`config.mk`:
```
export PLATFORM = sky130hd
export DESIGN_NAME = mux_scan_ctrl
export DESIGN_NICKNAME = d
export VERILOG_FILES = /design/src/rtl/mux_scan_pkg.sv /design/src/rtl/scan_out_reg.sv /design/src/rtl/mux_scan_ctrl.sv
export SDC_FILE = /design/constraint.sdc
export NUM_CORES = 1
export LEC_CHECK = 0
export ABC_AREA = 1
export BUFFER_PORTS_ARGS = -buffer_cell sky130_fd_sc_hd__buf_2
export CAP_MARGIN = 20
export CORE_AREA = 5 5 43 45
export CTS_CLUSTER_DIAMETER = 200
export DETAILED_ROUTE_END_ITERATION = 7
export DIE_AREA = 0 0 48 50
export PLACE_DENSITY_LB_ADDON = 0.3
export SLEW_MARGIN = 20
export SYNTH_ARGS = -nofsm -noshare
export SYNTH_HDL_FRONTEND = slang
export SYNTH_HIERARCHICAL = 1
export SYNTH_SLANG_ARGS = --single-unit
export TNS_END_PERCENT = 20
```
`constraint.sdc`:
```
create_clock -name clk -period 1.86 [get_ports clk]
set_clock_uncertainty 0.2 [all_clocks]
set_input_delay 0 -clock clk [delete_from_list [all_inputs] [get_ports clk]]
set_output_delay 0 -clock clk [all_outputs]
set_load 0.02 [all_outputs]
```
`src/rtl/mux_scan_pkg.sv`:
```
// Shared constants and state encoding for the 4:1 mux scan sequencer.
package mux_scan_pkg;

    localparam int unsigned NUM_CH = 4;
    localparam int unsigned SEL_W  = 2;

    typedef enum logic {
        IDLE,
        SCAN
    } scan_state_t;

endpackage

```
`src/rtl/scan_out_reg.sv`:
```
// Valid/ready holding register for completed snapshots, with a sticky overrun flag.
module scan_out_reg #(
    parameter int unsigned WIDTH = 4
) (
    input  logic             clk,
    input  logic             rst_n,
    input  logic             snap_load,
    input  logic [WIDTH-1:0] snap_data,
    input  logic             data_ready,
    input  logic             clr_ovr,
    output logic [WIDTH-1:0] data,
    output logic             data_valid,
    output logic             overrun
);

    logic drop;

    // A new snapshot is lost only when the held one is still pending and not being taken.
    assign drop = snap_load && data_valid && !data_ready;

    always_ff @(posedge clk) begin
        if (!rst_n) begin
            data       <= '0;
            data_valid <= 1'b0;
            overrun    <= 1'b0;
        end else begin
            if (snap_load && !drop) begin
                data       <= snap_data;
                data_valid <= 1'b1;
            end else if (data_valid && data_ready) begin
                data_valid <= 1'b0;
            end

            if (drop) begin
                overrun <= 1'b1;
            end else if (clr_ovr) begin
                overrun <= 1'b0;
            end
        end
    end

endmodule

```
`src/rtl/mux_scan_ctrl.sv`:
```
// Steps the 4:1 mux select, samples each channel after a settle delay and emits 4-bit snapshots.
module mux_scan_ctrl #(
    parameter int unsigned SETTLE_CYCLES = 1,
    parameter int unsigned NUM_CH        = 4
) (
    input  logic                            clk,
    input  logic                            rst_n,
    input  logic                            start,
    input  logic                            cont,
    output logic [mux_scan_pkg::SEL_W-1:0]  sel,
    input  logic                            mux_y,
    output logic [3:0]                      data,
    output logic                            data_valid,
    input  logic                            data_ready,
    output logic                            busy,
    output logic                            overrun,
    input  logic                            clr_ovr
);

    import mux_scan_pkg::*;

    localparam int unsigned CNT_W = (SETTLE_CYCLES == 0) ? 1 : $clog2(SETTLE_CYCLES + 1);
    localparam logic [CNT_W-1:0] CNT_MAX = CNT_W'(SETTLE_CYCLES);
    localparam logic [SEL_W-1:0] LAST_CH = SEL_W'(NUM_CH - 1);

    scan_state_t      state_q;
    logic [SEL_W-1:0] ch_q;
    logic [CNT_W-1:0] cnt_q;
    logic [2:0]       part_q;
    logic             sample_now;
    logic             snap_load;
    logic [3:0]       snap_data;

    assign sample_now = (state_q == SCAN) && (cnt_q == CNT_MAX);
    assign snap_load  = sample_now && (ch_q == LAST_CH);
    // The last channel bypasses the partial buffer so the snapshot is ready on its sample edge.
    assign snap_data  = {mux_y, part_q};

    // ch_q is held at 0 while idle, so it can drive the select directly.
    assign sel  = ch_q;
    assign busy = (state_q != IDLE);

    always_ff @(posedge clk) begin
        if (!rst_n) begin
            state_q <= IDLE;
            ch_q    <= '0;
            cnt_q   <= '0;
            part_q  <= '0;
        end else begin
            unique case (state_q)
                IDLE: begin
                    if (start || cont) begin
                        state_q <= SCAN;
                        ch_q    <= '0;
                        cnt_q   <= '0;
                    end
                end
                SCAN: begin
                    if (!sample_now) begin
                        cnt_q <= cnt_q + CNT_W'(1);
                    end else begin
                        cnt_q <= '0;
                        if (ch_q != LAST_CH) begin
                            part_q[ch_q] <= mux_y;
                            ch_q         <= ch_q + SEL_W'(1);
                        end else begin
                            ch_q <= '0;
                            if (!cont) begin
                                state_q <= IDLE;
                            end
                        end
                    end
                end
                default: state_q <= IDLE;
            endcase
        end
    end

    scan_out_reg #(
        .WIDTH (4)
    ) u_out_reg (
        .clk        (clk),
        .rst_n      (rst_n),
        .snap_load  (snap_load),
        .snap_data  (snap_data),
        .data_ready (data_ready),
        .clr_ovr    (clr_ovr),
        .data       (data),
        .data_valid (data_valid),
        .overrun    (overrun)
    );

endmodule

```
==> flow_summary_export.csv, run 1 <==
group,metric,value,unit
global_route,antenna_found_initial,0,
synth,muxShareOfSynthArea,0,%
layout,final_area,862,um2
setup_path,critPathArrivalTime,1590,ps
sta,slew_headroom,77.4,%
layout,n_fill_cell,141,
floorplanning,io-pin-count,16,
sta,hold_ws,268,ps
setup_path,crit_type,"reg2reg",
synth,synthXorXnorAreaFrac,0,%
sta,setup_violations,0,
sta,setup_slack,226,ps
floorplanning,start_util,47.4,%
synth,ys_seq_area_share,38.2,%
route,top_layer,"met4",
placement,dp_hpwl,971,um
synth,synth_top_family_by_area,"simple AND/OR/NAND/NOR gates",
global_route,grt_overflow,0,
floorplanning,die_area,2400,um2
sta,grt_setup_unrepaired,"no",
cts,clk_pin_slew,80,ps
setup_path,end_kind,"flop",
run,cap_violations,0,
placement,dp_slack,421,ps
cts,post_cts_buffers,0,
placement,place_area,766,um2
floorplanning,core_area,1440,um2
cts,cts_tree,"built",
status,status,"finished clean",
cts,cts_buffers,3,
cts,cts_buffer_depth,2,
route,routedLengthMet1,578,um
floorplanning,rows,14,
pwr,total_power,518,uW
setup_path,crit_required,1820,ps
route,drc,0,
synth,ys_warn_count,6,
layout,layout.nets,134,
setup_path,reg2reg_slack,230,ps
sta,setup_tns,0,ps
placement,gp_congestion,0.732,
synth,synth.cell_area,681,um2
cts,cts_root_buffer,"clkbuf_4",
route,wl_met2,674,um
global_route,grt_pass1_wl,2340,um
synth,synth_cells,97,
global_route,grt_max_degree,14,
route,dr_wl_met3,97,um
synth,synth-simple-area-share,31.3,%
floorplanning,die_x,48,um
layout,mostFrequentLayoutCells,"19 x inv_1, 17 x nand2_1, 15 x buf_2",
route,vias_per_cell,4.59,
route,vias,629,
global_route,grt_use_total,13.4,%
synth,synth_top_area_cell,"dfxtp_1",
layout,antenna-diode-count,0,
sta,tightestPinTransition,339,ps
sta,drv_slew,0,
sta,min_period_over_period,87.8,%
cts,insertion_delay,270,ps
setup_path,path_max_fanout,9,
route,wl,1370,um
cts,cts.sinks,13,
setup_path,worst_setup_path_start_kind,"flop",
synth,ys_ff_latch,13,
sta,hold_violations,0,
synth,syn_avg_cell_area,7.02,um2
synth,synth_compound_area_share,7.17,%
route,antenna_left,0,
sta,min_period,1630,ps
placement,port_buffers,15,
pwr,power.static_leakage,0.000430,uW
route,wire_per_inst,10.0,um
global_route,grt_pass1_vias,572,
route,drtIter0Drc,14,
synth,ys_top_cells_by_area,"dfxtp_1 38%, inv_1 10%, nand2_1 9.4%",
cts,h-tree-depth,1,
synth,synth-adder-area-share,9.19,%
pwr,ir_drop,0.342,mV
layout,layout_commonest_cell,"inv_1",
route,first_pass_iters,4,
synth,synthesis.nets,109,
sta,max_freq,612,MHz
worst_hold_path,hp-class,"reg2reg",
synth,synth_top_cell_area_share,38.2,%
floorplanning,fp.dieH,50,um
layout,drive_above_1_share,20.7,%
layout,syn_to_final_growth,26.7,%
pwr,powerDensity,600,nW/um2
synth,yosysUniqueCellTypes,17,
==> cell families after synthesis <==
group,count (synthesis)
AO/OA/AOI/OAI,9
adder cells (fa/ha/maj),5
buffers and inverters,24
flip-flops,13
AND/OR/NAND/NOR,46
==> repair_timing <==
item                                    4_1_cts  5_1_grt
resized for setup                             0        0
hold buffers                                  7        0
endpoints found under the hold margin        13        0
endpoints found under the setup margin        0        0
==> final timing paths <==
| check | start | cells past startpoint | to |
|---|---|---|---|
| hold reg to reg | u_out_reg/overrun | 2 | u_out_reg/overrun |
| setup reg to reg | busy | 4 | cnt_q |
| setup / recovery | busy | 4 | cnt_q |
| hold / removal | u_out_reg/overrun | 2 | u_out_reg/overrun |
==> metal layers <==
layer | track usage, % | vias up
li1 | - | 343
met1 | 16.2 | 262
met2 | 21.6 | 20
met3 | 3.64 | 4
met4 | 5.38 | 0
met5 | 0 | -
==> power breakdown <==
group,switching (uW),internal [uW]
clock network,88.8,83.0
logic,28.0,26.3
registers,8.69,283
==> area by class of cell <==
type	instances	area, um2	area share, %
multi-input cells	60	324	37.6
flip-flops and latches	13	260	30.2
repair buffers	23	153	17.7
inverters	21	78.8	9.14
clock buffers	4	26.3	3.05
well taps	16	20.0	2.32
==> worst max-delay path, cell delays in order, from the launching register on <==
cell and delay [ps]:
dfxtp_1 520, inv_1 70, nand2_1 110, a21oi_1 70, dlygate4sd3_1 550
==> through the flow <==
step | cells | utilization (%)
2_1_floorplan | 97 | -
3_3_place_gp | 126 | 53.3
3_5_place_dp | 126 | 53.3
4_1_cts | 137 | 60.0
5_1_grt | 137 | 60.0
6_report | 137 | 60.0
==> state kept, by name, summed over array words and instances (netlist names) <==
signal,flops
cnt_q,1
u_out_reg/overrun,1
sel,2
busy,1
u_out_reg/data_valid,1
part_q,3
u_out_reg/data,4
==> synthesized netlist by cell type <==
cell type	number
nand4_1	4
inv_1	19
ha_1	5
nand2_4	1
dfxtp_1	13
nor2_1	12
inv_2	2
nor2_4	1
nor3_1	1
o21ai_0	1
nand2_2	1
nand3_1	9
nand2_1	17
o21ai_2	1
buf_4	1
a21oi_1	7
clkbuf_2	2
No activity file was read; power rests on OpenSTA's default activity.
==> run 2: changes to the inputs <==
Settings changed: CELL_PAD_IN_SITES_DETAIL_PLACEMENT set to 2, CELL_PAD_IN_SITES_GLOBAL_PLACEMENT set to 2, CORE_AREA 5 5 43 45 to 5 5 57 59, DIE_AREA 0 0 48 50 to 0 0 62 64.
==> flow_summary_export.csv, run 2 (synthesis gave the netlist of run 1 again) <==
group,metric,value,unit
sta,min_period,1760,ps
route,vias_per_cell,4.54,
setup_path,crit_required,1850,ps
route,antenna_left,0,
floorplanning,die_x,62,um
sta,setup_violations,0,
route,wire_per_inst,12.3,um
setup_path,worst_setup_path_start_kind,"flop",
sta,grt_setup_unrepaired,"no",
placement,dp_hpwl,1410,um
layout,mostFrequentLayoutCells,"19 x inv_1, 17 x nand2_1, 15 x buf_2",
setup_path,endpoint,"part_q[2]",
route,vias,695,
global_route,antenna_found_initial,0,
layout,layout.nets,135,
setup_path,timing.rr.end,"part_q[2]",
sta,max_freq,569,MHz
layout,layout_commonest_cell,"inv_1",
setup_path,worstSetupStartpoint,"sel[1]",
setup_path,end_kind,"flop",
floorplanning,fp.dieH,64,um
pwr,power.static_leakage,0.000434,uW
setup_path,r2r_start,"sel[1]",
layout,regMostFlops,"u_out_reg/data",
sta,tightestPinTransition,328,ps
cts,cts_tree,"built",
cts,insertion_delay,290,ps
sta,slew_headroom,78.1,%
status,status,"finished clean",
cts,cts_buffers,3,
global_route,grt_max_degree,14,
pwr,ir_drop,0.247,mV
placement,dp_slack,348,ps
cts,cts_buffer_depth,2,
floorplanning,start_util,25.6,%
floorplanning,die_area,3970,um2
global_route,grt_pass1_wl,3170,um
setup_path,crit_type,"reg2reg",
setup_path,critPathArrivalTime,1750,ps
route,wl,1880,um
route,drc,0,
layout,antenna-diode-count,0,
worst_hold_path,hp-class,"reg2reg",
floorplanning,io-pin-count,16,
sta,drv_slew,0,
pwr,powerDensity,601,nW/um2
worst_hold_path,hold-path-cell-count,2,
cts,cts.sinks,13,
floorplanning,rows,19,
setup_path,reg2reg_slack,100,ps
run,cap_violations,0,
sta,setup_slack,101,ps
sta,min_period_over_period,94.5,%
placement,gp_congestion,0.663,
cts,clk_pin_slew,80,ps
cts,h-tree-depth,1,
layout,syn_to_final_growth,31.1,%
global_route,grt_use_total,10.7,%
cts,cts_root_buffer,"clkbuf_4",
setup_path,r2r_cells,6,
global_route,grt_overflow,0,
setup_path,path_max_fanout,6,
layout,drive_above_1_share,21.3,%
sta,setup_tns,0,ps
layout,largest_reg_flops,4,
placement,port_buffers,15,
route,first_pass_iters,4,
global_route,grt_pass1_vias,771,
route,drtIter0Drc,15,
sta,hold_violations,0,
floorplanning,core_area,2660,um2
run 2: cell count changes in the layout (fill, tap and decap cells not counted), sizes merged:
cell,delta
dlygate4sd3,+1
run 2: worst min path at each step:
stage	startpoint	end	slack, ps
global route	u_out_reg/overrun	u_out_reg/overrun	320
global placement	clr_ovr	u_out_reg/overrun	50
CTS	u_out_reg/overrun	u_out_reg/overrun	290
finish	u_out_reg/overrun	u_out_reg/overrun	280
floorplan	rst_n	u_out_reg/data[3]	-80
detailed placement	cont	busy	60
run 2: critical path: stages, from the launching register on:
cell,delay (ps)
dfxtp_1,370
ha_1,250
nor2_4,130
nand3_1,70
nand2_1,50
dlygate4sd3_1,550
nor2_1,40
run 2: layer usage:
metal	part of all wire, %	up-vias	track usage (%)
li1	-	347	-
met1	42	328	11.1
met2	50	15	18.7
met3	5.9	5	2.62
met4	2.6	0	6.37
met5	0	-	0
run 2: stage by stage:
step / hold slack [ps] / util, % / cells / instance area (um2) / total power (uW)
CTS: 290 / 33.5 / 153 / 891 / 545
global placement: 52.9 / 29.5 / 141 / 785 / 342
global route: 318 / 33.5 / 153 / 892 / 573
finish: 281 / 33.5 / 153 / 892 / 536
floorplan: -79.3 / - / 97 / 681 / 326
detailed placement: 63.4 / 29.5 / 141 / 785 / 344
run 2: report_power, final:
group | total, uW | internal [uW] | switching (uW)
Clock | 186 | 83.5 | 103
Sequential | 291 | 283 | 8.42
Combinational | 58.7 | 27.8 | 30.9
run 2: what timing repair did:
item | 4_1_cts | 5_1_grt
setup buffers | 0 | 0
endpoints found under the setup margin | 0 | 1
hold buffers | 8 | 0
endpoints found under the hold margin | 13 | 0
gates resized for setup | 0 | 1
run 2: final cells by class:
type                       count  area (um2)
fill                         336        1770
inverter                      21        78.8
clock buffer                   4        26.3
tap                           31        38.8
timing repair buffer          24         163
sequential                    13         262
multi-input combinational     60         324
